**src/rtl/pipe_mux_reg.sv**
```systemverilog
// rtl/pipe_mux_reg.sv - N:1 selector with a stall/flush-capable pipeline register
module pipe_mux_reg #(
   parameter int          WIDTH     = 32,
   parameter int          NUM_IN    = 4,
   parameter int          SEL_W     = (NUM_IN > 1) ? $clog2(NUM_IN) : 1,
   parameter logic [31:0] RESET_VAL = 32'h0000_0013
) (
   input  logic                    clk,
   input  logic                    rst,
   input  logic [NUM_IN*WIDTH-1:0] in_bus,
   input  logic [SEL_W-1:0]        sel,
   input  logic                    in_valid,
   input  logic                    stall,
   input  logic                    flush,
   output logic [WIDTH-1:0]        y,
   output logic                    out_valid,
   output logic                    sel_err
);

   // Bubble value: the NOP encoding, truncated or zero-extended to the data width.
   localparam logic [WIDTH-1:0] BUBBLE_Y = WIDTH'(RESET_VAL);

   // Input count expressed one bit wider than sel so the range compare cannot wrap.
   localparam logic [SEL_W:0] NUM_IN_L = (SEL_W + 1)'(NUM_IN);

   logic [WIDTH-1:0] mux_y;
   logic             sel_bad;

   // An out-of-range select only exists when NUM_IN is not a power of two.
   assign sel_bad = ({1'b0, sel} >= NUM_IN_L);

   // Pick input[sel]; anything out of range falls back to input 0.
   always_comb begin
      mux_y = in_bus[WIDTH-1:0];
      for (int k = 0; k < NUM_IN; k++) begin
         if (sel == SEL_W'(k)) begin
            mux_y = in_bus[k*WIDTH +: WIDTH];
         end
      end
   end

   // Stage register: reset > flush > stall > load; sel_err is sticky until reset.
   always_ff @(posedge clk) begin
      if (rst) begin
         y         <= BUBBLE_Y;
         out_valid <= 1'b0;
         sel_err   <= 1'b0;
      end else if (flush) begin
         y         <= BUBBLE_Y;
         out_valid <= 1'b0;
      end else if (!stall) begin
         y         <= mux_y;
         out_valid <= in_valid;
         if (in_valid && sel_bad) begin
            sel_err <= 1'b1;
         end
      end
   end

endmodule

```
**config.mk**
```make
export PLATFORM = sky130hd
export DESIGN_NAME = pipe_mux_reg
export DESIGN_NICKNAME = d
export VERILOG_FILES = /design/src/rtl/pipe_mux_reg.sv
export SDC_FILE = /design/constraint.sdc
export NUM_CORES = 1
export LEC_CHECK = 0
export CAP_MARGIN = 10
export CORE_MARGIN = 2
export CORE_UTILIZATION = 34
export DETAILED_ROUTE_END_ITERATION = 10
export PLACE_DENSITY_LB_ADDON = 0.05
export SYNTH_ARGS = -nofsm -noshare
export SYNTH_HDL_FRONTEND = slang
export SYNTH_SLANG_ARGS = --single-unit
```
**constraint.sdc**
```tcl
create_clock -name clk -period 3.1 [get_ports clk]
set_input_delay 0.775 -clock clk [delete_from_list [all_inputs] [get_ports clk]]
set_output_delay 0.775 -clock clk [all_outputs]
set_load 0.02 [all_outputs]
```
==> metrics.txt <==
# TYPE chip_impl_metric gauge
chip_impl_metric{name="post_synth_edffs",unit=""} 0
chip_impl_metric{name="netlist_area",unit="um^2"} 1913
chip_impl_metric{name="worst-endpoint-required",unit="ns"} 3.33
chip_impl_metric{name="drc_violations_left",unit=""} 0
chip_impl_metric{name="synth.yosys.warnings",unit=""} 0
chip_impl_info{name="yosysMostFrequentCell",value="sky130_fd_sc_hd__mux2i_1"} 1
chip_impl_metric{name="layoutNonFillerInstCount",unit=""} 416
chip_impl_metric{name="floorplan.io_pins",unit=""} 169
chip_impl_metric{name="timing_hold_violations_final",unit=""} 0
chip_impl_metric{name="p_per_area",unit="nW/um^2"} 302.8
chip_impl_metric{name="clock-sinks",unit=""} 33
chip_impl_metric{name="die_w",unit="um"} 79.01
chip_impl_info{name="unrepaired_setup_endpoints_after_global_routing",value="no"} 1
chip_impl_metric{name="routed_wire_length_per_instance",unit="um"} 14.61
chip_impl_info{name="tritoncts_clock_tree",value="yes"} 1
chip_impl_metric{name="dr_total_vias",unit=""} 2035
chip_impl_metric{name="nets",unit=""} 478
chip_impl_metric{name="cellLeakagePower",unit="nW"} 1.712
chip_impl_metric{name="core-area",unit="um^2"} 5473
chip_impl_info{name="timing.hold.worst.class",value="reg -> reg"} 1
chip_impl_metric{name="maxSlewViolCount",unit=""} 0
chip_impl_metric{name="setup_viol",unit=""} 0
chip_impl_metric{name="wl",unit="mm"} 6.076
chip_impl_info{name="startpoint_type",value="input port"} 1
chip_impl_info{name="synth.top_cells.by_count",value="sky130_fd_sc_hd__mux2i_1, sky130_fd_sc_hd__dfxtp_1, sky130_fd_sc_hd__a21o_1, sky130_fd_sc_hd__o22ai_1, sky130_fd_sc_hd__buf_2"} 1
chip_impl_info{name="clk_root_buffer_cell",value="sky130_fd_sc_hd__clkbuf_8"} 1
chip_impl_metric{name="postCtsSetupRepairBufs",unit=""} 0
chip_impl_metric{name="vias_in_the_first_global_route",unit=""} 1988
chip_impl_metric{name="gp_congestion",unit=""} 0.6992
chip_impl_metric{name="cells_after_synthesis",unit=""} 183
chip_impl_info{name="status",value="complete, no violations"} 1
chip_impl_metric{name="drv.max_cap_violation_count",unit=""} 0
chip_impl_info{name="synth.area.top_cells",value="sky130_fd_sc_hd__dfxtp_1, sky130_fd_sc_hd__mux2i_1, sky130_fd_sc_hd__a21o_1"} 1
chip_impl_metric{name="setup-tns-final",unit="ns"} 0
chip_impl_metric{name="worst_skew_pair.late_latency",unit="ns"} 0.28
chip_impl_metric{name="place.port_buffers",unit=""} 167
chip_impl_metric{name="cts_htree_levels",unit=""} 2
chip_impl_metric{name="synth_area_per_cell",unit="um^2"} 10.45
chip_impl_metric{name="cts-buffers-inserted",unit=""} 5
chip_impl_metric{name="initial_core_util",unit="%"} 34.96
chip_impl_metric{name="slew_headroom",unit="%"} 65.77
chip_impl_metric{name="timing.fmax",unit="MHz"} 440.6
chip_impl_metric{name="pin_count_of_the_biggest_net_entering_global_routing",unit=""} 32
chip_impl_metric{name="drtAntennaViolNets",unit=""} 0
chip_impl_metric{name="place.detailed.instances",unit=""} 408
chip_impl_metric{name="globalRouteOverflowTotal",unit=""} 0
chip_impl_metric{name="synthesis.nets",unit=""} 318
chip_impl_metric{name="post_cts.resized_instances",unit=""} 0
chip_impl_metric{name="antenna_violations_before_repair",unit=""} 0
chip_impl_metric{name="dr.first_iter.drc_count",unit=""} 34
chip_impl_metric{name="fraction_of_final_layout_cells_with_drive_strength_greater_than_1",unit="%"} 4.070
chip_impl_metric{name="ir_drop",unit="V"} 0.0002245
chip_impl_metric{name="antenna_cells_inserted",unit=""} 0
chip_impl_metric{name="hold_buffers_post_cts",unit=""} 0
chip_impl_metric{name="critical_path_arrival",unit="ns"} 2.50
chip_impl_info{name="synthFlopType",value="sky130_fd_sc_hd__dfxtp_1"} 1
chip_impl_metric{name="groute.usage.overall",unit="%"} 19.35
chip_impl_metric{name="dp_hpwl",unit="mm"} 4.853
chip_impl_metric{name="syn_to_final_growth",unit="%"} 92.41
chip_impl_metric{name="first_pass_grt_wire_length",unit="mm"} 9.411
chip_impl_metric{name="max_slew.worst_pin.slew",unit="ns"} 0.5134
chip_impl_metric{name="fin_skew",unit="ns"} 0
chip_impl_metric{name="avgViaCountPerCell",unit=""} 4.892
chip_impl_metric{name="design.die.area",unit="um^2"} 6243
chip_impl_info{name="setup_crit_end_kind",value="register"} 1
chip_impl_metric{name="placementRows",unit=""} 27
chip_impl_info{name="netlist.top_cell.by_area",value="sky130_fd_sc_hd__dfxtp_1"} 1
chip_impl_metric{name="die_h",unit="um"} 79.01
chip_impl_info{name="timing_worst_setup_path_type",value="in -> reg"} 1
chip_impl_metric{name="final_min_period_over_clock_period",unit="%"} 73.22
chip_impl_metric{name="postSynth.asyncResetShare",unit="%"} 0
chip_impl_metric{name="timing.final.crit_period",unit="ns"} 2.270
chip_impl_metric{name="timing.critical_path.fanout_max",unit=""} 29
chip_impl_metric{name="synth_top_cell_area_share",unit="%"} 34.53
chip_impl_metric{name="synth-seq-area-share",unit="%"} 34.53
chip_impl_metric{name="postSynthRegisterBits",unit=""} 33
chip_impl_metric{name="drt_pre_antenna_iters",unit=""} 4
chip_impl_metric{name="clk_path_buf_depth",unit=""} 2
chip_impl_metric{name="clkTransAtPathRegs",unit="ns"} 0.06
chip_impl_metric{name="ys_types",unit=""} 19
-- per-layer routing --
metal	vias to the layer above	routed length, um	track usage, %
met5	-	0	0
met4	0	109	7.759
met3	9	623	6.932
met2	94	3055	34.49
met1	915	2287	20.71
li1	1017	-	-
-- final timing paths --
| check | start | endpoint | slack, ns | depth (start not counted) |
|---|---|---|---|---|
| setup / recovery | stall | y[27] | 0.83 | 4 |
| hold / removal | y[13] | y[13] | 0.45 | 1 |
| setup reg to reg | y[4] | y[4] | 2.47 | 2 |
| hold reg to reg | y[13] | y[13] | 0.45 | 1 |
-- power breakdown --
part	switching (mW)	leakage (nW)	internal [mW]
clock	0.152	0.0395	0.159
sequential	0.00884	0.269	0.442
combinational	0.114	1.40	0.239
-- through the flow --
step / util, % / hold slack, ns / setup WS, ns / instance area [um^2] / power [mW]
after global placement: 65.80 / 0.4319 / 0.5517 / 3601 / 0.8121
after CTS: 67.26 / 0.4544 / 0.8275 / 3681 / 1.126
after detailed placement: 65.80 / 0.4401 / 0.5284 / 3601 / 0.8165
after global routing: 67.26 / 0.4676 / 0.7214 / 3681 / 1.167
after floorplan: - / 0.5721 / 1.114 / 1913 / 0.5972
final: 67.26 / 0.4490 / 0.8302 / 3681 / 1.114
-- layout make-up --
class,instances,area (um^2)
fill,500,1792
timing repair buffer,171,1712
multi-input combinational,132,1139
sequential,33,660.6
tap,72,90.09
clock buffer,8,80.08
-- registers in the layout, summed over array words and instances (netlist names) --
signal and count:
out_valid 1, y 32
-- cell families after synthesis --
group | after synthesis | share of synthesized area [%]
muxes | 65 | 35.97
buffers and inverters | 18 | 5.951
DFF | 33 | 34.53
other | 1 | 0.1960
AOI/OAI and AO/OA | 57 | 20.60
and+or+nand+nor | 9 | 2.746
-- cell usage in the layout, fill, tap and decap left out --
cell and n:
sky130_fd_sc_hd__buf_12 1, sky130_fd_sc_hd__mux4_2 3, sky130_fd_sc_hd__nand2_1 3, sky130_fd_sc_hd__nand3_1 1, sky130_fd_sc_hd__buf_4 4, sky130_fd_sc_hd__a21o_1 28, sky130_fd_sc_hd__or4_4 1, sky130_fd_sc_hd__or4b_1 1
sky130_fd_sc_hd__conb_1 1, sky130_fd_sc_hd__nor3_1 1, sky130_fd_sc_hd__nor2_1 1, sky130_fd_sc_hd__mux2i_1 62, sky130_fd_sc_hd__o22ai_1 28, sky130_fd_sc_hd__clkdlybuf4s50_1 166, sky130_fd_sc_hd__clkbuf_8 5, sky130_fd_sc_hd__and2_1 1
sky130_fd_sc_hd__clkbuf_1 3, sky130_fd_sc_hd__dfxtp_1 33, sky130_fd_sc_hd__o221ai_1 1
-- critical path, stage by stage --
cell and delay, ns:
sky130_fd_sc_hd__clkdlybuf4s50_1 0.57, sky130_fd_sc_hd__or4_4 0.79, sky130_fd_sc_hd__o22ai_1 0.26, sky130_fd_sc_hd__a21o_1 0.10
No activity file was read; power rests on OpenSTA's default activity.
==> variant 1 (config.mk and constraints unchanged) <==
`WIDTH`: 32 -> 36.
--- a/src/rtl/pipe_mux_reg.sv
+++ b/src/rtl/pipe_mux_reg.sv
@@ -1,6 +1,6 @@
 // rtl/pipe_mux_reg.sv - N:1 selector with a stall/flush-capable pipeline register
 module pipe_mux_reg #(
-   parameter int          WIDTH     = 32,
+   parameter int          WIDTH     = 36,
    parameter int          NUM_IN    = 4,
    parameter int          SEL_W     = (NUM_IN > 1) ? $clog2(NUM_IN) : 1,
    parameter logic [31:0] RESET_VAL = 32'h0000_0013
Interface: changed (resized in_bus and y); port bits go from 169 to 189. No check against the original RTL was run, so the function may have changed too.
==> variant 1 against the original RTL <==
  * Synthesized area rose by 12%
  * Clock skew unchanged
  * Total power rose by 16%
  * Core utilization grew 1.2 points
  * Sequential share of layout area is essentially flat
  * Wire length increased by 15%
  * Design area increased by 12%
  * Sequential power up 12%
  * Cell count is 10% higher
  * Largest cell class unchanged
  * Global-route usage increased by 0.15 points
  * Synthesized cell count is 13% higher
  * Clock power grew 26%
  * Largest power group unchanged
  * Setup slack lost 48 ps
  * Sequential cell count up 4
==> variant 1: results (changes against the original RTL) <==
skew_ps: 0  # unchanged
synth_seq_area_share_pct: 34.4  # was 34.5%
place.gp.congestion: 0.679  # was 0.699
critPathSlowestCell: "or4_4"  # unchanged
place_inst: 451  # was 408
post_cts_buffers: 0  # unchanged
synthTopCellsByArea: "dfxtp_1 34%, mux2i_1 33%, a21o_1 11%"  # was dfxtp_1 35%, mux2i_1 32%, a21o_1 11%
synth_compound_area_share_pct: 20.9  # was 20.6%
cts_hold_buf: 0  # unchanged
hold_class: "flop to flop"  # unchanged
cts_root_buf: "clkbuf_8"  # unchanged
cts_buffer_depth: 2  # unchanged
dpl_cell_area_um2: 4020  # was 3600 um^2
yosysWarnings: 0  # unchanged
final_cells: 458  # was 416
hpwlAfterDp_um: 5430  # was 4850 um
insertion_delay_ps: 270
clk_pin_slew_ps: 70
synth_nets: 358  # was 318
cp_max_fo: 33  # was 29
muxShareOfSynthArea_pct: 35.7  # was 36.0%
finalNetCount: 534  # was 478
post_cts_resized: 0  # unchanged
cp_top_family: "simple AND/OR/NAND/NOR gates"  # unchanged
drtIter0Drc: 71  # was 34
grt_pass1_wl_um: 11300  # was 9410 um
total_leakage_power_nw: 1.93  # was 1.71 nW
first_global_vias: 2373  # was 1988
synth-main-ff-cell: "dfxtp_1"  # unchanged
drive_above_1_share_pct: 4.18  # was 4.07%
track_usage_pct: 19.5  # was 19.4%
arrival_ps: 2550  # was 2500 ps
grt_max_degree: 34  # was 32
synthCells: 207  # was 183
diodes: 0  # unchanged
numCtsBuffers: 5  # unchanged
synth_xor_area_share_pct: 0  # unchanged
ys_types: 19  # unchanged
biggestRegsByFlops: "y: 36 flops, out_valid: 1 flops"  # was y: 32 flops, out_valid: 1 flops
antenna_found_initial: 0  # unchanged
routed_wl_um: 6990  # was 6080 um
drv_slew: 0  # unchanged
vdd_ir_drop_max_mv: 0.193  # was 0.224 mV
netlist_top_cells_count: "70 x mux2i_1, 37 x dfxtp_1, 32 x a21o_1, 32 x o22ai_1, 8 x buf_2"  # was 62 x mux2i_1, 33 x dfxtp_1, 28 x a21o_1, 28 x o22ai_1, 7 x buf_2
firstDrtPassIters: 4  # unchanged
status: "finished clean"  # unchanged
port_buffers: 187  # was 167
ys_async_sr_fraction_pct: 0  # unchanged
cp_slowest_stage_delay_ps: 810  # was 790 ps
via_per_inst: 5.00  # was 4.89
==> variant 1: cell types whose count changed after synthesis <==
cell      change
dfxtp_1       +4
a21o_1        +4
clkbuf_1      +1
buf_1         +1
buf_2         +1
mux2i_1       +8
o22ai_1       +4
buf_6         +1
==> variant 1: power by group <==
group	internal, mW	switching (mW)	total (mW)	leakage (nW)
registers	0.496	0.0107	0.507	0.302
clock network	0.234	0.159	0.392	0.0540
logic	0.267	0.128	0.396	1.58
==> variant 1: worst reg2reg max path: cells and delay by family (launching register included) <==
kind | cells | cell delay, ps
mux | 1 | 140
simple gates | 1 | 70
flops | 1 | 320
==> variant 1: kinds of logic (layout without fill, tap and decap cells) <==
group	count (synthesis)	count (layout)
other	1	1
AOI/OAI and AO/OA	65	65
buffers and inverters	22	198
and+or+nand+nor	9	9
muxes	73	73
DFF	37	37
==> variant 1: layout make-up <==
class	count	area (um^2)
clock inverter	2	35.0
fill	526	1900
sequential	37	741
tap	75	93.8
multi-input combinational	148	1270
clock buffer	5	68.8
timing repair buffer	191	1910
==> variant 1: worst paths after layout <==
path / startpoint / cells past startpoint / slack [ps] / to
setup / recovery: stall / 4 / 780 / y[5]
hold / removal: y[33] / 1 / 450 / y[33]
setup reg to reg: y[0] / 2 / 2460 / y[0]
hold reg to reg: y[33] / 1 / 450 / y[33]
==> variant 1: through the flow <==
step	utilization [%]	worst slack, ps
floorplan	-	1130
global placement	66.7	509
detailed placement	66.7	473
CTS	68.4	772
global route	68.4	706
finish	68.4	782
==> variant 1: layer usage <==
layer	global-route usage (%)	part of all wire [%]	vias up
li1	-	-	1137
met1	22.8	40	1035
met2	34.9	50	108
met3	5.34	7.7	10
met4	5.28	2.0	0
met5	0	0	-
==> variant 2 (same settings) <==
Made on the original files. Make the reset (`rst`) asynchronous in one clocked block.
--- a/src/rtl/pipe_mux_reg.sv
+++ b/src/rtl/pipe_mux_reg.sv
@@ -40,7 +40,7 @@
    end
 
    // Stage register: reset > flush > stall > load; sel_err is sticky until reset.
-   always_ff @(posedge clk) begin
+   always_ff @(posedge clk or posedge rst) begin
       if (rst) begin
          y         <= BUBBLE_Y;
          out_valid <= 1'b0;
Check against the original RTL: differs if rst is asserted again (counterexample within 4 cycles, from zero or initial values and one cycle with rst high); with rst held inactive, the same outputs for 10 cycles.
==> variant 2 against the original RTL <==
  * Register-to-register slack worse by 210 ps
  * Clock skew unchanged
  * Sequential power is 7.1% higher
  * Sequential cell count unchanged
  * Setup slack got worse by 110 ps
  * Wire length increased by 13%
  * Synthesized area up 13%
  * Non-clock buffer count stayed put
  * Core utilization down 3.8 points
  * Synthesized cell count rose by 1.6%
  * Total power rose by 20%
  * Design area is 7.6% higher
==> variant 2: results (changes against the original RTL) <==
routed-wl-met3_um: 609  # was 623 um
use_met2_pct: 31.6  # was 34.5%
critPathSlowestCell: "or3_1"  # was or4_4
grt_pass1_wl_um: 11100  # was 9410 um
hpwlAfterDp_um: 5130  # was 4850 um
ys_async_sr_fraction_pct: 100  # was 0%
routed_wl_um: 6870  # was 6080 um
arrival_ps: 2470  # was 2500 ps
fin_crit_sh_pct: 76.9  # was 73.2%
place.gp.congestion: 0.724  # was 0.699
synthTopCellsByArea: "dfrtp_1 35%, mux2i_1 27%, o221ai_1 12%"  # was dfxtp_1 35%, mux2i_1 32%, a21o_1 11%
diodes: 0  # unchanged
cts_root_buf: "clkbuf_8"  # unchanged
synth_enable_flop_cells: 0  # unchanged
antenna_found_initial: 0  # unchanged
muxShareOfSynthArea_pct: 30.5  # was 36.0%
total_leakage_power_nw: 1.67  # was 1.71 nW
netlist_top_cells_count: "59 x mux2i_1, 30 x dfrtp_1, 29 x nand3b_1, 29 x o221ai_1, 8 x clkbuf_1"  # was 62 x mux2i_1, 33 x dfxtp_1, 28 x a21o_1, 28 x o22ai_1, 7 x buf_2
cp_slowest_stage_delay_ps: 870  # was 790 ps
yosysWarnings: 0  # unchanged
synth_seq_area_share_pct: 38.4  # was 34.5%
grt_max_degree: 38  # was 32
worst-r2r-cell-count: 2  # unchanged
drtIter0Drc: 97  # was 34
port_buffers: 167  # unchanged
track_usage_pct: 19.5  # was 19.4%
place_ws_ps: 413  # was 528 ps
post_cts_resized: 0  # unchanged
insertion_delay_ps: 280  # about the same
met3_usage_pct: 6.13  # was 6.93%
synth_nets: 321  # was 318
finalNetCount: 478  # unchanged
num_vias: 2160  # was 2035
met1_usage_pct: 25.9  # was 20.7%
internal_power_mw: 1.00  # was 0.841 mW
relSlewSlack_pct: 27.5  # was 65.8%
ys_types: 17  # was 19
whs_path_depth: 2  # was 1
wl_met1_um: 2950  # was 2290 um
wl_met2_um: 3260  # was 3060 um
drive_above_1_share_pct: 6.40  # was 4.07%
synth_compound_area_share_pct: 13.8  # was 20.6%
synth-main-ff-cell: "dfrtp_1"  # was dfxtp_1
vdd_ir_drop_max_mv: 0.183  # was 0.224 mV
status: "finished clean"  # unchanged
p_clk_share_pct: 31.1  # was 27.9%
pg_seq_mw: 0.483  # was 0.451 mW
variant 2: through the flow:
stage          hold WS, ps  cells  instance area, um^2  util, %  power, mW
3_5_place_dp           508    413                 3840     61.6      0.932
3_3_place_gp           504    413                 3840     61.6      0.927
5_1_grt                542    421                 3960     63.5       1.39
6_report               526    421                 3960     63.5       1.33
2_1_floorplan          625    186                 2160        -      0.667
4_1_cts                530    421                 3960     63.5       1.35
variant 2: final timing paths:
check                            start     to  slack, ps
worst min-delay path             y[16]  y[16]        530
worst min register to register   y[16]  y[16]        530
min in group asynchronous          rst  y[31]        880
worst max register to register    y[0]   y[0]       2260
max in group asynchronous          rst   y[4]       1880
worst max-delay path            sel[1]  y[12]        720
variant 2: cell type report:
| class | instances | area (um^2) |
|---|---|---|
| fillers | 563 | 2280 |
| multi-input cells | 130 | 1200 |
| clock inverters | 1 | 30.0 |
| repair buffers | 171 | 1710 |
| flip-flops and latches | 33 | 830 |
| clock buffers | 7 | 86.3 |
| inverters | 2 | 7.51 |
| well taps | 77 | 96.3 |
